[src/rtl/envelope_limiter.sv]
// Envelope-tracking dynamics limiter for the 16-bit signed sample path.
// Gain is reduced by a serial restoring divide so peaks settle at the threshold.
module envelope_limiter #(
  parameter int unsigned BITS_PER_LEVEL = 12
) (
  input  logic               clk,
  input  logic               rst_n,
  input  logic signed [15:0] in_sample,
  input  logic               in_valid,
  output logic               in_ready,
  input  logic        [14:0] threshold,
  input  logic        [3:0]  attack_shift,
  input  logic        [3:0]  release_shift,
  output logic signed [15:0] out_sample,
  output logic               out_valid,
  input  logic               out_ready,
  output logic               gain_reduction
);

  localparam int unsigned SW = 16;
  localparam int unsigned EW = 15;
  localparam int unsigned SHW = 4;
  localparam int unsigned GW = BITS_PER_LEVEL + 1;
  localparam int unsigned CW = $clog2(BITS_PER_LEVEL + 1);
  localparam int unsigned PW = SW + GW + 1;

  localparam logic [GW-1:0]        UNITY = GW'(1) << BITS_PER_LEVEL;
  localparam logic signed [PW-1:0] MAX_V = PW'(32767);
  localparam logic signed [PW-1:0] MIN_V = PW'(-32768);

  typedef enum logic [2:0] {
    S_IDLE,
    S_ENV,
    S_DIV,
    S_APPLY,
    S_HOLD
  } state_e;

  state_e state_q, state_d;

  logic signed [SW-1:0]  sample_q, sample_d;
  logic        [EW-1:0]  thr_q, thr_d;
  logic        [SHW-1:0] atk_q, atk_d;
  logic        [SHW-1:0] rel_q, rel_d;
  logic        [EW-1:0]  env_q, env_d;
  logic        [EW-1:0]  rem_q, rem_d;
  logic        [GW-1:0]  gain_q, gain_d;
  logic        [CW-1:0]  cnt_q, cnt_d;
  logic signed [SW-1:0]  out_sample_q, out_sample_d;
  logic                  out_valid_q, out_valid_d;
  logic                  gain_red_q, gain_red_d;
  logic                  in_ready_q, in_ready_d;

  logic        [EW-1:0]  abs_s;
  logic        [EW-1:0]  env_new;
  logic                  limit;
  logic        [EW:0]    rem_sh;
  logic                  rem_ge;
  logic signed [PW-1:0]  prod;
  logic signed [PW-1:0]  prod_sh;
  logic signed [SW-1:0]  prod_clamped;

  assign in_ready       = in_ready_q;
  assign out_sample     = out_sample_q;
  assign out_valid      = out_valid_q;
  assign gain_reduction = gain_red_q;

  // Saturated magnitude, envelope step, divider step and scaled product.
  always_comb begin
    if (sample_q == 16'sh8000) begin
      abs_s = 15'h7FFF;
    end else if (sample_q[SW-1]) begin
      abs_s = EW'(-sample_q);
    end else begin
      abs_s = EW'(sample_q);
    end

    if (abs_s > env_q) begin
      env_new = env_q + ((abs_s - env_q) >> atk_q);
    end else begin
      env_new = env_q - ((env_q - abs_s) >> rel_q);
    end
    limit = (env_new > thr_q);

    rem_sh = {rem_q, 1'b0};
    rem_ge = (rem_sh >= {1'b0, env_q});

    prod    = PW'(sample_q) * PW'($signed({1'b0, gain_q}));
    prod_sh = prod >>> BITS_PER_LEVEL;
    if (prod_sh > MAX_V) begin
      prod_clamped = 16'sh7FFF;
    end else if (prod_sh < MIN_V) begin
      prod_clamped = 16'sh8000;
    end else begin
      prod_clamped = SW'(prod_sh);
    end
  end

  always_ff @(posedge clk or negedge rst_n) begin
    if (!rst_n) begin
      state_q <= S_IDLE;
    end else begin
      state_q <= state_d;
    end
  end

  always_comb begin
    state_d = state_q;
    unique case (state_q)
      S_IDLE:  if (in_valid && in_ready_q) state_d = S_ENV;
      S_ENV:   state_d = limit ? S_DIV : S_APPLY;
      S_DIV:   if (cnt_q == '0) state_d = S_APPLY;
      S_APPLY: state_d = S_HOLD;
      S_HOLD:  if (out_valid_q && out_ready) state_d = S_IDLE;
      default: state_d = S_IDLE;
    endcase
  end

  always_comb begin
    sample_d     = sample_q;
    thr_d        = thr_q;
    atk_d        = atk_q;
    rel_d        = rel_q;
    env_d        = env_q;
    rem_d        = rem_q;
    gain_d       = gain_q;
    cnt_d        = cnt_q;
    out_sample_d = out_sample_q;
    out_valid_d  = out_valid_q;
    gain_red_d   = gain_red_q;
    in_ready_d   = (state_d == S_IDLE);

    unique case (state_q)
      S_IDLE: begin
        if (in_valid && in_ready_q) begin
          sample_d = in_sample;
          thr_d    = threshold;
          atk_d    = attack_shift;
          rel_d    = release_shift;
        end
      end
      S_ENV: begin
        env_d  = env_new;
        rem_d  = thr_q;
        gain_d = limit ? '0 : UNITY;
        cnt_d  = CW'(BITS_PER_LEVEL - 1);
      end
      // Quotient bits above the fraction are zero since threshold < env.
      S_DIV: begin
        if (rem_ge) begin
          rem_d  = EW'(rem_sh - {1'b0, env_q});
          gain_d = {gain_q[GW-2:0], 1'b1};
        end else begin
          rem_d  = EW'(rem_sh);
          gain_d = {gain_q[GW-2:0], 1'b0};
        end
        cnt_d = CW'(cnt_q - 1'b1);
      end
      S_APPLY: begin
        out_sample_d = prod_clamped;
        out_valid_d  = 1'b1;
        gain_red_d   = (gain_q != UNITY);
      end
      S_HOLD: begin
        if (out_valid_q && out_ready) out_valid_d = 1'b0;
      end
      default: ;
    endcase
  end

  always_ff @(posedge clk or negedge rst_n) begin
    if (!rst_n) begin
      sample_q     <= '0;
      thr_q        <= '0;
      atk_q        <= '0;
      rel_q        <= '0;
      env_q        <= '0;
      rem_q        <= '0;
      gain_q       <= '0;
      cnt_q        <= '0;
      out_sample_q <= '0;
      out_valid_q  <= 1'b0;
      gain_red_q   <= 1'b0;
      in_ready_q   <= 1'b1;
    end else begin
      sample_q     <= sample_d;
      thr_q        <= thr_d;
      atk_q        <= atk_d;
      rel_q        <= rel_d;
      env_q        <= env_d;
      rem_q        <= rem_d;
      gain_q       <= gain_d;
      cnt_q        <= cnt_d;
      out_sample_q <= out_sample_d;
      out_valid_q  <= out_valid_d;
      gain_red_q   <= gain_red_d;
      in_ready_q   <= in_ready_d;
    end
  end

endmodule

[config.mk]
export PLATFORM = sky130hd
export DESIGN_NAME = envelope_limiter
export DESIGN_NICKNAME = d
export VERILOG_FILES = /design/src/rtl/envelope_limiter.sv
export SDC_FILE = /design/constraint.sdc
export NUM_CORES = 1
export LEC_CHECK = 0
export ABC_AREA = 0
export ABC_CLOCK_PERIOD_IN_PS = 24500
export CAP_MARGIN = 20
export CORE_MARGIN = 2
export CORE_UTILIZATION = 69
export CTS_CLUSTER_DIAMETER = 60
export DETAILED_ROUTE_END_ITERATION = 8
export GPL_TIMING_DRIVEN = 1
export PLACE_DENSITY = 0.9
export SYNTH_ARGS = -nofsm -noshare
export SYNTH_HDL_FRONTEND = slang
export SYNTH_SLANG_ARGS = --single-unit
[constraint.sdc]
create_clock -name clk -period 24.5 [get_ports clk]
set_clock_uncertainty 0.2 [all_clocks]
set_input_delay 2.45 -clock clk [delete_from_list [all_inputs] [get_ports clk]]
set_output_delay 2.45 -clock clk [all_outputs]
set_load 0.01 [all_outputs]
**Yosys cells after proc, flatten, opt, wreduce, memory -nomap -nowiden**

Cells that the tools add are included.

- Register bits: 108
- Input bits: 43

- Add/sub/neg operators: 7
- $mul: 1
- Magnitude comparators: 5
- Equal/unequal tests: 7
- Shifts and indexed selects: 2
- Muxes and demuxes: 18
- Reduce and logical (&&, ||, !) cells: 9

Operators with widths:

| kind | count |
|---|---|
| two-way mux 15 bit | 4 |
| subtractor 15 bit | 4 |
| two-way mux 16 bit | 2 |
| > comparator 15 bit | 2 |
| multiplier 16 x 14 -> 30 bit | 1 |
| one-hot mux 15 bit (2 select lines) | 1 |
| right shift 15 x 4 -> 15 bit | 2 |
| one-hot mux 13 bit (2 select lines) | 1 |
| > comparator 18 x 16 -> 1 bit (second input constant) | 1 |
| less-than comparator 18 x 16 -> 1 bit (second input constant) | 1 |
| == test 16 bit (second input constant) | 1 |
| greater-or-equal comparator 16 x 15 -> 1 bit | 1 |
| adder 15 bit | 1 |
| negation 15 bit | 1 |
| one-hot mux 3 bit (5 select lines) | 1 |
| two-way mux 13 bit | 1 |
| inequality test 13 bit (second input constant) | 1 |
| two-way mux 3 bit | 3 |
| one-hot mux 4 bit (2 select lines) | 1 |
| == test 3 x 2 -> 1 bit (second input constant) | 2 |
| zero test 3 bit | 2 |
| zero test 4 bit | 1 |
| AND reduction 2 bit | 2 |
| nonzero test 2 bit | 2 |
| other kinds (7) | 10 |

**Depth between registers and ports, before layout**

Gate-level depths: netlist of run 1.

- Depth in word-level cells: 11
- Depth in mapped cells: 45
- Depth with buffers taken out: 45

**Worst setup path after synthesis of run 1**

No wires, ideal clock.

- Kind: flip-flop to flip-flop
- From: register sample_q[7]
- To: register in_ready_q (netlist: in_ready)
- Arrival: 8208 ps
- Slack: 16010 ps
- Stages on the path, launching flop included: 44
- Clock period less this slack: 8490 ps
- Cells stage by stage: dfrtp_1 clkbuf_1 or3_1 or4_1 or3_1 or3b_2 clkbuf_1 nand2_1 ha_1 buf_4 nor2b_1 o21ai_0 a21boi_0 o211ai_1 a21oi_1 nor3_1 o21ai_0 xnor2_1 (+8 left out) a21o_1 a21oi_1 o21ai_0 a31o_2 a21oi_1 nor2b_1 o21ai_0 a21boi_0 nand3_1 nand2_1 xnor2_1 xnor2_1 ha_1 nand3_1 or3_1 a21oi_1 o21ai_0 nor3_1

- Word-level cells in the longest chain between the ends: 11
- Elaborated cells on any way between the ends: 16

RTL lines:

| what | line | source |
|---|---|---|
| start, declared | 41 | `logic signed [SW-1:0] sample_q, sample_d;` |
| start signal, assigned | 186 | `sample_q <= sample_d;` |
| negation 15 bit | 73 | `abs_s = EW'(-sample_q);` |
| two-way mux 15 bit | 72 | `end else if (sample_q[SW-1]) begin` |
| two-way mux 15 bit (*) | 70 | `if (sample_q == 16'sh8000) begin` |
| subtractor 15 bit (on tied branches) | 81, 79 |  |
| right shift 15 x 4 -> 15 bit (on tied branches) | 81, 79 |  |
| subtractor 15 bit / adder 15 bit (equally long branches) | 81, 79 |  |
| two-way mux 15 bit (*) | 78 | `if (abs_s > env_q) begin` |
| via env_new[14] | 55 | `logic [EW-1:0] env_new;` |
| > comparator 15 bit (*) | 83 | `limit = (env_new > thr_q);` |
| two-way mux 1 bit (*) | 111 | `S_ENV: state_d = limit ? S_DIV : S_APPLY;` |
| one-hot mux 3 bit (5 select lines) (*) | 109 | `unique case (state_q)` |
| via state_d[0] | 39 | `state_e state_q, state_d;` |
| zero test 3 bit (*) | 131 | `in_ready_d = (state_d == S_IDLE);` |
| via in_ready_d | 52 | `logic in_ready_q, in_ready_d;` |
| end signal, assigned | 197 | `in_ready_q <= in_ready_d;` |
| end, declared | 52 |  |

Mark *: on every way through the listed nets, which the timed path passes. The rest lies on a longest branch.
A chain may end at the register's enable or synchronous reset.

**Worst setup path after layout of run 1**

- From: register sample_q[8]
- To: register in_ready_q (netlist: in_ready)

Same word-level chain as after synthesis.

==> reports/qor.csv, run 1 <==
stage,metric,value,unit
die,Die Span X,162,um
synthesis,Main synth FF type,dfrtp_1,
cts,clk_lat worst skew,0.37,ns
sta,Setup-failing EPs final,0,
global_routing,layer with the highest usage,met2,
cells_and_area,Area growth syn-to-layout,5.92,%
route,Starting DRT DRC Count,1438,
global_routing,met1 GRT Util,47.3,%
min_path,Hold Path Class,flip-flop to flip-flop,
sta,RSZ-0062 raised after global routing,no,
die,Std-Cell Core Area,24400,um^2
synthesis,YS warnings,0,
global_routing,first-pass GRT wire length,78600,um
route,DR WL/cell,20.9,um
cts,# Post-CTS Setup Buffers,0,
route,DRC Markers,0,
sta,Sum Neg Setup Slack,0,ns
global_routing,largest net degree at the start of global routing,69,
sta,Fin. Hold Viols,0,
cells_and_area,area occupied by registers,2700,um^2
global_routing,number of global-route vias before repair,15294,
global_routing,Global Route met2 Usage,64.7,%
cells_and_area,nets,2369,
placed_design,Buffers on Ports,61,
worst_setup_path,CP max-delay cell,dfrtp_1,
die,Die Y,162,um
placed_design,RePlAce Congestion,0.979,
die,I/O pin count,62,
synthesis,cells after synthesis,1992,
die,Starting Density,70.7,%
worst_setup_path,worst endpoint data arrival time,10.22,ns
cts,CTS Buf Count,9,
route,via count,14775,
cts,hold_buf cts,0,
synthesis,#FFs+latches synth,108,
worst_setup_path,crit path buf inv count,0,
synthesis,post-synthesis cell area,17200,um^2
synthesis,syn avg cell area,8.65,um^2
worst_setup_path,CP required,24.60,ns
worst_setup_path,CP top delay family,compound AO/OA/AOI/OAI gates,
synthesis,Synthesized Nets,2389,
sta,highest clock rate,98.7,MHz
cts,Root Buffer,clkbuf_16,
sta,crit share post-route,41.3,%
outcome,run status,finished clean,
worst_setup_path,crit path max fanout,17,
die,Rows,57,
worst_setup_path,Worst Setup Start Kind,flip-flop,
cells_and_area,Filler cells,1722,
cells_and_area,multi-input gate area in the final layout,13100,um^2
global_routing,grt ovf,0,
global_routing,GRT Overall Usage,38.2,%
placed_design,hpwl dp,37800,um
cts,H-tree depth,3,
sta,Worst-Margin Slew,1.09,ns
synthesis,number of enable flip-flop cells after synthesis,0,
cts,clock transition at the registers of the reported paths,0.09,ns
cts,CTS sink count,108,
cts,CTS tree,built,
route,Routed WL,48100,um
route,DRT Pass-1 Iters,6,
worst_setup_path,CP dominant cell by count,o21ai_0,
worst_setup_path,Setup CP Type,flip-flop to flip-flop,
sta,fin. max-slew vios,0,
sta,slew margin rel.,27.1,%
worst_setup_path,Worst path max stage delay,0.60,ns
run,Max Cap Viol,0,
global_routing,GR Util met3,6.95,%
sta,Tmin final,10.13,ns
global_routing,initial antenna violation count,1,
cts,CTS resizes,0,
die,area of the die,26300,um^2
synthesis,synth unique cells,89,
cts,Longest Clk Path Bufs,2,
worst_setup_path,Critical Path End Type,flip-flop,
route,Via density,6.42,
synthesis,asr flop ratio synth,100,%
synthesis,"Seq/Total Area, Yosys",15.7,%
cells_and_area,share of cells above drive strength 1,4.86,%
route,DRT antenna net count,0,
## layout make-up
type / count / share of cell area, %
inverter: 273 / 5.61
timing repair buffer: 75 / 3.91
clock buffer: 10 / 1.31
multi-input combinational: 1505 / 71.8
clock inverter: 6 / 0.356
antenna: 1 / 0.0137
sequential: 108 / 14.8
tap: 324 / 2.22
## flip-flops by register name, summed over array words and instances, names as in the netlist
signal          cells
rem_q              15
env_q              15
gain_q             13
atk_q               4
state_q             3
out_sample         16
cnt_q               4
in_ready            1
out_valid           1
rel_q               4
sample_q           16
gain_reduction      1
thr_q              15
## layer usage
layer	part of all wire [%]	vias to the layer above
met5	0	-
met4	5.2	0
met3	8.0	192
met2	49	762
met1	38	7264
li1	-	6557
## Yosys cell counts, types with 5 or more instances
cell / n / area [um^2]
clkbuf_1: 89 / 334
nand2_1: 248 / 931
buf_1: 6 / 22.5
and2_1: 122 / 763
nor4_1: 12 / 75.1
nand2b_1: 18 / 113
nor2_1: 88 / 330
or3_1: 9 / 56.3
nor2b_1: 19 / 119
nand3_1: 24 / 120
inv_1: 270 / 1010
xor2_1: 33 / 289
or4_1: 5 / 37.5
o21ai_0: 95 / 475
o211ai_1: 10 / 75.1
a22oi_1: 9 / 67.6
a31oi_1: 16 / 100
ha_1: 149 / 1860
a211oi_1: 17 / 128
nand4_1: 17 / 106
a221o_1: 15 / 150
a22o_1: 11 / 96.3
a21oi_1: 86 / 430
mux2_2: 25 / 282
o21a_1: 15 / 113
nor3_1: 21 / 105
xnor2_1: 50 / 438
nor3b_1: 5 / 37.5
a21boi_0: 13 / 97.6
mux4_2: 5 / 113
a21o_1: 21 / 158
a211o_1: 5 / 43.8
mux2i_1: 28 / 280
dfrtp_1: 107 / 2680
o31ai_1: 15 / 113
and3_1: 7 / 43.8
fa_1: 205 / 4100
buf_2: 8 / 40.0
## through the flow
stage | hold WS, ns | instances | util (%) | worst slack (ns) | cell area, um^2
4_1_cts | 0.288 | 2301 | 74.8 | 14.58 | 18300
3_5_place_dp | 0.277 | 2285 | 73.6 | 14.73 | 17900
2_1_floorplan | 0.246 | 1992 | - | 16.01 | 17200
6_report | 0.284 | 2302 | 74.8 | 14.37 | 18300
5_1_grt | 0.320 | 2301 | 74.8 | 13.73 | 18300
3_3_place_gp | 0.260 | 2284 | 73.6 | 15.21 | 17900
## placed cells by master, fill, tap and decap left out, types with 14 or more instances in the layout
cell and n:
mux2i_1 28, nor2b_1 19, nor2_1 87, nand3_1 24
xor2_1 33, o31ai_1 14, a21oi_1 86, xnor2_1 50
o21a_1 15, inv_1 270, ha_1 149, nand2_1 248
a211oi_1 17, a21o_1 21, mux2_2 25, nand2b_1 18
clkdlybuf4s50_1 60, fa_1 205, dfrtp_1 107, and2_1 122
a31oi_1 16, nand4_1 17, nor3_1 21, o21ai_0 95
buf_4 15, a221o_1 15
## final timing paths
| kind | from | to | slack (ns) | depth (start not counted) |
|---|---|---|---|---|
| min in group asynchronous | rst_n | rem_q[4] | 1.86 | 1 |
| max in group asynchronous | rst_n | sample_q[11] | 20.90 | 2 |
| hold reg to reg | cnt_q[3] | cnt_q[3] | 0.28 | 1 |
| setup / recovery | sample_q[8] | in_ready | 14.37 | 34 |
| setup reg to reg | sample_q[8] | in_ready | 14.37 | 34 |
| hold / removal | cnt_q[3] | cnt_q[3] | 0.28 | 1 |
## logic make-up after synthesis
| kind of cell | synth area share, % |
|---|---|
| xor+xnor | 4.22 |
| mux | 3.91 |
| fa+ha+maj | 34.6 |
| simple gates | 17.8 |
| buf+inv | 8.40 |
| compound gates | 15.4 |
| flops | 15.7 |
Power of run 1 is not shown: default switching activity piles up to over one toggle a cycle in this logic, so the estimate is an artifact.
==> run 2, diff against run 1 <==
--- a/config.mk
+++ b/config.mk
@@ -6,14 +6,14 @@
 export NUM_CORES = 1
 export LEC_CHECK = 0
 export ABC_AREA = 0
-export ABC_CLOCK_PERIOD_IN_PS = 24500
+export ABC_CLOCK_PERIOD_IN_PS = 10230
 export CAP_MARGIN = 20
 export CORE_MARGIN = 2
-export CORE_UTILIZATION = 69
+export CORE_UTILIZATION = 64
 export CTS_CLUSTER_DIAMETER = 60
 export DETAILED_ROUTE_END_ITERATION = 8
 export GPL_TIMING_DRIVEN = 1
-export PLACE_DENSITY = 0.9
+export PLACE_DENSITY = 0.84
 export SYNTH_ARGS = -nofsm -noshare
 export SYNTH_HDL_FRONTEND = slang
 export SYNTH_SLANG_ARGS = --single-unit
==> constraint.sdc (replaced) <==
create_clock -name clk -period 10.23 [get_ports clk]
set_clock_uncertainty 0.2 [all_clocks]
set_input_delay 1.023 -clock clk [delete_from_list [all_inputs] [get_ports clk]]
set_output_delay 1.023 -clock clk [all_outputs]
set_load 0.01 [all_outputs]
==> run 2 against run 1 <==
Sequential share of layout area down 0.073 points. Register-to-register slack lost 14 ns. Utilization shrank 6.0 points. Flip-flop and latch count unchanged. Cell area increased by 0.73%. Non-clock buffer count increased by 8. Setup slack got worse by 14 ns. First-iteration DRC count fell by 15%. Final cell count rose by 1.0%. Clock-buffer cell count shrank 1.
==> reports/qor.csv, run 2 (same netlist as run 1, synthesis figures left out) <==
stage,metric,value,unit,change
outcome,run status,finished clean,,unchanged
route,DRT antenna net count,0,,unchanged
cells_and_area,number of diodes,0,,was 1
cells_and_area,share of cells above drive strength 1,5.74,%,was 4.86%
sta,Fin. Hold Viols,0,,unchanged
worst_setup_path,CP max-delay cell,dfrtp_2,,was dfrtp_1
cells_and_area,nets,2377,,was 2369
worst_setup_path,crit path max fanout,16,,was 17
worst_setup_path,Worst Setup Start Kind,flip-flop,,unchanged
cells_and_area,fin cells,2326,,was 2302
worst_setup_path,worst endpoint data arrival time,9.58,ns,was 10.22 ns
route,DR WL/cell,19.9,um,was 20.9 um
route,Routed WL,46400,um,was 48100 um
worst_setup_path,CP required,10.34,ns,was 24.60 ns
sta,Final WS setup,0.755,ns,was 14.37 ns
global_routing,number of global-route vias before repair,14806,,was 15294
route,DRC Markers,0,,unchanged
cts,clock transition at the registers of the reported paths,0.09,ns,about the same
min_path,Hold Path Class,flip-flop to flip-flop,,unchanged
cts,CTS Buf Count,9,,unchanged
route,Via density,6.23,,was 6.42
cells_and_area,Filler cells,2032,,was 1722
cells_and_area,"commonest cells after routing, fill and taps aside","270 x inv_1, 248 x nand2_1, 205 x fa_1",,unchanged
route,DRT Pass-1 Iters,6,,unchanged
placed_design,Buffers on Ports,61,,unchanged
route,via count,14493,,was 14775
die,Rows,60,,was 57
die,area of the die,28300,um^2,was 26300 um^2
global_routing,GRT Overall Usage,34.3,%,was 38.2%
cts,hold_buf cts,0,,unchanged
sta,Sum Neg Setup Slack,0,ns,unchanged
cts,CTS tree,built,,unchanged
global_routing,largest net degree at the start of global routing,65,,was 69
sta,Worst-Margin Slew,1.10,ns,was 1.09 ns
cts,CTS sink count,108,,unchanged
sta,fin. max-slew vios,0,,unchanged
cts,H-tree depth,3,,unchanged
die,Die Y,168,um,was 162 um
cts,Root Buffer,clkbuf_16,,unchanged
die,I/O pin count,62,,unchanged
sta,RSZ-0062 raised after global routing,no,,unchanged
global_routing,initial antenna violation count,0,,was 1
placed_design,RePlAce Congestion,0.967,,was 0.979
sta,Setup-failing EPs final,0,,unchanged
die,Starting Density,64.5,%,was 70.7%
sta,crit share post-route,92.6,%,was 41.3%
placed_design,hpwl dp,36600,um,was 37800 um
worst_setup_path,CP dominant cell by count,nand2_1,,was o21ai_0
worst_setup_path,Setup CP Type,flip-flop to flip-flop,,unchanged
global_routing,first-pass GRT wire length,76800,um,was 78600 um
worst_setup_path,Critical Path End Type,flip-flop,,unchanged
cts,clk_lat worst skew,0.40,ns,was 0.37 ns
sta,Tmin final,9.48,ns,was 10.13 ns
placed_design,post-place setup slack,0.604,ns,was 14.73 ns
cells_and_area,"leading cell type in the layout, fill and taps excluded",inv_1,,unchanged
cts,Longest Clk Path Bufs,2,,unchanged
cells_and_area,area occupied by registers,2710,um^2,was 2700 um^2
placed_design,post-placement cell count,2307,,was 2285
cells_and_area,multi-input gate area in the final layout,13100,um^2,about the same
die,Die Span X,168,um,was 162 um
run,Max Cap Viol,0,,unchanged
sta,slew margin rel.,26.9,%,was 27.1%
global_routing,grt ovf,0,,unchanged
worst_setup_path,Worst path max stage delay,0.52,ns,was 0.60 ns
sta,highest clock rate,106,MHz,was 98.7 MHz
route,Starting DRT DRC Count,1223,,was 1438
die,Std-Cell Core Area,26700,um^2,was 24400 um^2
cells_and_area,Area growth syn-to-layout,6.69,%,was 5.92%
run 2: cell types whose count changed in the layout (fill, tap and decap cells not counted), sizes merged:
cell      delta
diode        -1
clkinv       +3
clkinvlp     -2
buf          +7
run 2: worst max-delay path, delay by kind of cell (launching register included):
kind            cells  cell delay, ns
xor+xnor            3            0.50
buf+inv             3            0.39
simple gates       20            4.23
flops               1            0.52
fa+ha+maj           4            1.32
compound gates     10            2.23
run 2: path summary, 6_finish.rpt:
kind / start / end / slack (ns) / cells past startpoint
max: sample_q[9] / in_ready / 0.75 / 40
min: cnt_q[3] / cnt_q[3] / 0.28 / 1
max reg2reg: sample_q[9] / in_ready / 0.75 / 40
min reg2reg: cnt_q[3] / cnt_q[3] / 0.28 / 1
max in group asynchronous: rst_n / sample_q[9] / 8.00 / 2
min in group asynchronous: rst_n / env_q[4] / 0.43 / 1
run 2: stage by stage:
step / area [um^2] / hold WS (ns) / utilization, %
after floorplan: 17200 / 0.246 / -
after global placement: 18000 / 0.265 / 67.4
after detailed placement: 18000 / 0.271 / 67.4
after CTS: 18300 / 0.281 / 68.6
after global routing: 18400 / 0.299 / 68.8
final: 18400 / 0.284 / 68.8
run 2: repair_timing:
action                     CTS  global route
setup endpoints to repair    0             3
resized for setup            0            16
hold endpoints to repair     0             0
setup buffers                0             2
run 2: area by class of cell:
class                      count  area share (%)
multi-input combinational   1505            71.5
sequential                   108            14.7
inverter                     273            5.57
timing repair buffer          83            4.19
tap                          341            2.32
clock buffer                   9            1.22
clock inverter                 7           0.483
run 2: metal layers:
layer  GRT usage, %  up-vias  routed length (um)
met3           5.17      121                3210
met5              0        -                   0
met4           12.8        0                1750
met1           44.4     7148               18400
li1               -     6577                   -
met2           58.9      647               23000
Power of run 2 is left out for the same reason.
